--- config.mk ---
export PLATFORM = sky130hd
export DESIGN_NAME = mux_n_reg
export DESIGN_NICKNAME = d
export VERILOG_FILES = /design/src/rtl/mux_n_reg_pkg.sv /design/src/rtl/mux_n_reg_rr_arb.sv /design/src/rtl/mux_n_reg.sv
export SDC_FILE = /design/constraint.sdc
export NUM_CORES = 1
export LEC_CHECK = 0
export BUFFER_PORTS_ARGS = -buffer_cell sky130_fd_sc_hd__buf_4
export CORE_MARGIN = 1
export CORE_UTILIZATION = 25
export CTS_CLUSTER_DIAMETER = 50
export DETAILED_ROUTE_END_ITERATION = 8
export PLACE_DENSITY = 0.64
export SYNTH_ARGS = -nofsm -noshare
export SYNTH_HDL_FRONTEND = slang
export SYNTH_SLANG_ARGS = --single-unit
export TNS_END_PERCENT = 1
--- constraint.sdc ---
create_clock -name clk -period 1.7 [get_ports clk]
set_input_delay 0.17 -clock clk [delete_from_list [all_inputs] [get_ports clk]]
set_output_delay 0.17 -clock clk [all_outputs]
set_load 0.01 [all_outputs]
--- src/rtl/mux_n_reg_pkg.sv ---
// Shared constants for the registered N-way multiplexer: mode encodings and index-width helper.
package mux_n_reg_pkg;

   localparam logic MODE_SEL = 1'b0;
   localparam logic MODE_RR  = 1'b1;

   function automatic int clog2(input int n);
      int r;
      r = 0;
      while ((1 << r) < n) r++;
      return r;
   endfunction

endpackage

--- src/rtl/mux_n_reg_rr_arb.sv ---
// Round-robin arbiter: searches from ptr+1 upward (mod N) for the first request; ptr moves to the grantee on upd.
module rr_arb_n
   import mux_n_reg_pkg::*;
#(
   parameter  int N  = 4,
   localparam int SW = (N > 1) ? clog2(N) : 1
) (
   input  logic          clk,
   input  logic          rst,
   input  logic [N-1:0]  req,
   input  logic          upd,
   output logic [N-1:0]  gnt,
   output logic [SW-1:0] gnt_idx,
   output logic          any
);

   logic [SW-1:0] ptr;

   always_comb begin
      int idx;
      idx     = 0;
      gnt     = '0;
      gnt_idx = '0;
      any     = 1'b0;
      for (int i = 1; i <= N; i++) begin
         idx = (int'(ptr) + i) % N;
         if (!any && req[idx]) begin
            any      = 1'b1;
            gnt[idx] = 1'b1;
            gnt_idx  = SW'(idx);
         end
      end
   end

   // Starting at N-1 makes channel 0 the first winner after reset.
   always_ff @(posedge clk) begin
      if (rst)
         ptr <= SW'(N - 1);
      else if (upd)
         ptr <= gnt_idx;
   end

endmodule

--- src/rtl/mux_n_reg.sv ---
// N-channel W-bit registered mux with valid/ready output; round-robin selection compiled in under ROUND_ROBIN_EN.
// Latency 1 cycle grant->oZ; oZ/oCh/oV hold while oV && !iRdy, and a new word loads on the retiring edge.
module mux_n_reg
   import mux_n_reg_pkg::*;
#(
   parameter  int W  = 32,
   parameter  int N  = 4,
   localparam int SW = (N > 1) ? clog2(N) : 1
) (
   input  logic            clk,
   input  logic            rst,
   input  logic [N*W-1:0]  iC,
   input  logic [N-1:0]    iV,
   input  logic [SW-1:0]   iS,
   input  logic            iMode,
   output logic [N-1:0]    oAck,
   output logic [W-1:0]    oZ,
   output logic [SW-1:0]   oCh,
   output logic            oV,
   input  logic            iRdy
);

   logic          free;
   logic          grant;
   logic          sel_req;
   logic [SW-1:0] sel_idx;
   logic [N-1:0]  sel_oh;
   logic [SW-1:0] cand;
   logic [N-1:0]  ack_src;

   assign free = !oV || iRdy;

   // Out-of-range selects never match any k, so they simply request nothing.
   always_comb begin
      sel_req = 1'b0;
      sel_idx = '0;
      sel_oh  = '0;
      if (N == 1) begin
         sel_req   = iV[0];
         sel_oh[0] = 1'b1;
      end else begin
         for (int k = 0; k < N; k++) begin
            if (iS == SW'(k)) begin
               sel_req   = iV[k];
               sel_idx   = SW'(k);
               sel_oh[k] = 1'b1;
            end
         end
      end
   end

`ifdef ROUND_ROBIN_EN
   logic          rr_mode;
   logic          rr_any;
   logic [N-1:0]  rr_gnt;
   logic [SW-1:0] rr_idx;

   assign rr_mode = (iMode == MODE_RR);

   rr_arb_n #(.N(N)) u_arb (
      .clk     (clk),
      .rst     (rst),
      .req     (iV),
      .upd     (grant && rr_mode),
      .gnt     (rr_gnt),
      .gnt_idx (rr_idx),
      .any     (rr_any)
   );

   assign cand    = rr_mode ? rr_idx : sel_idx;
   assign ack_src = rr_mode ? rr_gnt : sel_oh;
   assign grant   = !rst && free && (rr_mode ? rr_any : sel_req);
`else
   logic unused_mode;
   assign unused_mode = iMode;
   assign cand        = sel_idx;
   assign ack_src     = sel_oh;
   assign grant       = !rst && free && sel_req;
`endif

   assign oAck = grant ? ack_src : '0;

   always_ff @(posedge clk) begin
      if (rst) begin
         oZ  <= '0;
         oCh <= '0;
         oV  <= 1'b0;
      end else if (free) begin
         oV <= grant;
         if (grant) begin
            oZ  <= iC[int'(cand)*W +: W];
            oCh <= cand;
         end
      end
   end

endmodule

==> results by group <==
Power and ir drop
  – Switching pwr: 0.000653 W
  – Combinational share of power: 36.0%
  – Clk pwr share: 25.0%
  – Peak VDD IR: 0.293 mV
  – Leak: 1.72 nW
  – Reg power frac: 39.0%
  – P_int: 0.00166 W
  – Switching Fraction: 28.2%
  – Power Density: 573 nW/um^2

Detailed routing
  – DR iter-0 viols: 60
  – Number of vias per cell: 4.95
  – DR WL/cell: 14.1 um
  – Post-route ant nets: 0
  – Pre-antenna DRT Iters: 4
  – Residual DRC count: 0
  – WL final: 7690 um
  – Vias: 2700

Synth
  – Largest area contributor in the netlist: mux4_2
  – Flops & latches, synth: 35
  – Yosys warns: 0
  – Yosys cell types: 24
  – Count leader, synth: dfxtp_1
  – Primary FF master, synth: dfxtp_1
  – Syn Nets: 389
  – Syn Area/Cell: 10.1 um^2
  – Synth top area share: 29.4%
  – Synth async-reset ratio: 0%
  – Register area share after synthesis: 27.8%
  – Synth top area cells: mux4_2, dfxtp_1, a31o_1, nand4_1, a21oi_1
  – Post-Syn Area: 2520 um^2
  – Commonest cells in the netlist: dfxtp_1, a21oi_1
  – Post-Synthesis Cells: 251
  – Number of synthesized flops with an enable pin: 0

Timing
  – Max Transition Viols Final: 0
  – Worst slew pin tran: 404 ps
  – Final worst path period share: 90.4%
  – Hold Slack: 288 ps
  – RSZ-0062 raised after global routing: false
  – Post-route minimum period: 1540 ps
  – Final setup viols: 0
  – Worst slew margin: 73.1%
  – Max Fclk: 651 MHz
  – Skew final: 4.24 ps
  – Setup_tns: 0 ps
  – Final hold vios: 0

Global route
  – Largest net degree at the start of global routing: 46
  – M3 GR Usage: 1.69%
  – Gr busiest metal: met2
  – Global-route wire length before repair: 11800 um
  – Vias in the first global route: 2522
  – M1 GR Usage: 16.2%
  – Initial antenna violation count: 0
  – Met2 Usage GRT: 27.4%
  – GRT overflow: 0
  – Overall routing resource usage: 14.2%

Die
  – Row count: 36
  – Die Span X: 102 um
  – Die height: 102 um
  – DIE AREA: 10500 um^2
  – Initial Utilization: 25.8%
  – Ports: 177
  – Core area: 9770 um^2

Placed design
  – Routability cong.: 0.708
  – Post-DP HPWL: 5850 um
  – IO Port Bufs: 175

Worst setup path
  – CP cell instances: nand2b_2 -> buf_4 -> nand3_1 -> nor3_1 -> buf_4
  – CP arrival: 1370 ps
  – Required time of the critical path: 1530 ps
  – Buf/Inv on CP: 2
  – Crit Path Class: flip-flop to primary output
  – Critical path's largest stage delay: 330 ps
  – Crit path max fanout: 15
  – Cell mode on critical path: buf_4
  – Crit-path slowest cell: dfxtp_1
  – R2R setup slack: 470 ps
  – Top Family by Delay on Critical Path: simple AND/OR/NAND/NOR gates
  – Endpoint class of the critical path: primary output
  – Critical Path Start Type: flip-flop

Layout
  – Multi-input gate area: 1510 um^2
  – Reg area: 701 um^2
  – Area grow syn2layout: 60.1%
  – Layout cells sized above 1: 55.9%
  – Fill count: 955
  – Final #Nets: 550
  – # diodes: 0

Clock network
  – Clk sinks: 35
  – Cts bufs inserted: 5
  – Htree depth: 2
  – Max Root-Sink Buffers: 2
  – CTS root buffer: clkbuf_8
  – Later-pin clock latency in the skew report: 280 ps
  – Clock-pin slew on the worst setup and hold paths: 70 ps
  – Hold-fix buffers, CTS: 0
  – Setup bufs post-CTS: 0
  – PostCTS Resize Cnt: 0
  – CTS tree: built

Outcome
  – Outcome: finished, final reports clean

Min path
  – Hold crit path type: primary input to flip-flop

Run
  – Max Cap Viol: 0
-- cell families (layout without fill, tap and decap cells) --
logic type	count (synthesis)	count (layout)	synth area share [%]
AO/OA/AOI/OAI	69	69	19.0
flip-flops	35	35	27.8
multiplexers	34	34	29.9
buffers and inverters	69	231	12.4
AND/OR/NAND/NOR	44	44	11.0
-- flip-flops by register name, indices dropped and copies added, names as in the netlist --
signal  cells
oZ         32
oCh         2
oV          1
-- area by class of cell --
type / count / area share [%]
Inverter: 35 / 3.25
Timing Repair Buffer: 188 / 35.8
Sequential cell: 35 / 17.3
Multi-Input combinational cell: 147 / 37.4
Tap cell: 133 / 4.12
Clock buffer: 7 / 1.89
Clock inverter: 1 / 0.124
-- stage by stage --
step	setup WS [ps]	utilization (%)	instance area (um^2)	cells	power, W
finish	164	41.4	4040	546	0.00232
global route	48.9	41.4	4040	546	0.00246
CTS	130	41.4	4040	546	0.00237
detailed placement	150	40.5	3960	538	0.00176
global placement	184	40.5	3960	538	0.00174
floorplan	314	-	2520	251	0.00136
-- metal layers --
| metal | vias to the layer above | wire (um) |
|---|---|---|
| met2 | 90 | 4160 |
| met1 | 1310 | 3080 |
| met3 | 5 | 370 |
| met4 | 0 | 80 |
| li1 | 1295 | - |
| met5 | - | 0 |
-- worst min-delay path: stages --
cell and delay, ps:
buf_4 90, inv_2 110, nand4_1 100, a21oi_1 60
-- worst paths after layout --
kind,start,to,depth (start not counted)
worst max register to register,oV$_SDFFE_PP0N_,oCh[0]$_SDFFE_PP0P_,4
worst min-delay path,rst,oZ[10]$_SDFFE_PP0P_,4
worst min register to register,oZ[22]$_SDFFE_PP0P_,oZ[22]$_SDFFE_PP0P_,3
worst max-delay path,oV$_SDFFE_PP0N_,oAck[0],5
-- power groups by stage --
stage	clock [W]	sequential (W)	combinational, W
finish	0.000580	0.000903	0.000834
global route	0.000643	0.000910	0.000902
CTS	0.000620	0.000903	0.000843
detailed placement	0	0.000922	0.000841
global placement	0	0.000920	0.000824
floorplan	0	0.000945	0.000413
-- cells in the final DEF, fill, tap and decap left out, types with 2 or more instances in the layout --
cell type  count
dfxtp_1       35
and4b_1        2
nor2_1         2
buf_12         3
inv_2          2
clkbuf_8       5
buf_4        185
mux4_2        33
nand4_1       33
clkbuf_1       2
a21oi_1       34
a31o_1        33
inv_1         33
Note: power is estimated with default switching activity, not from simulation.
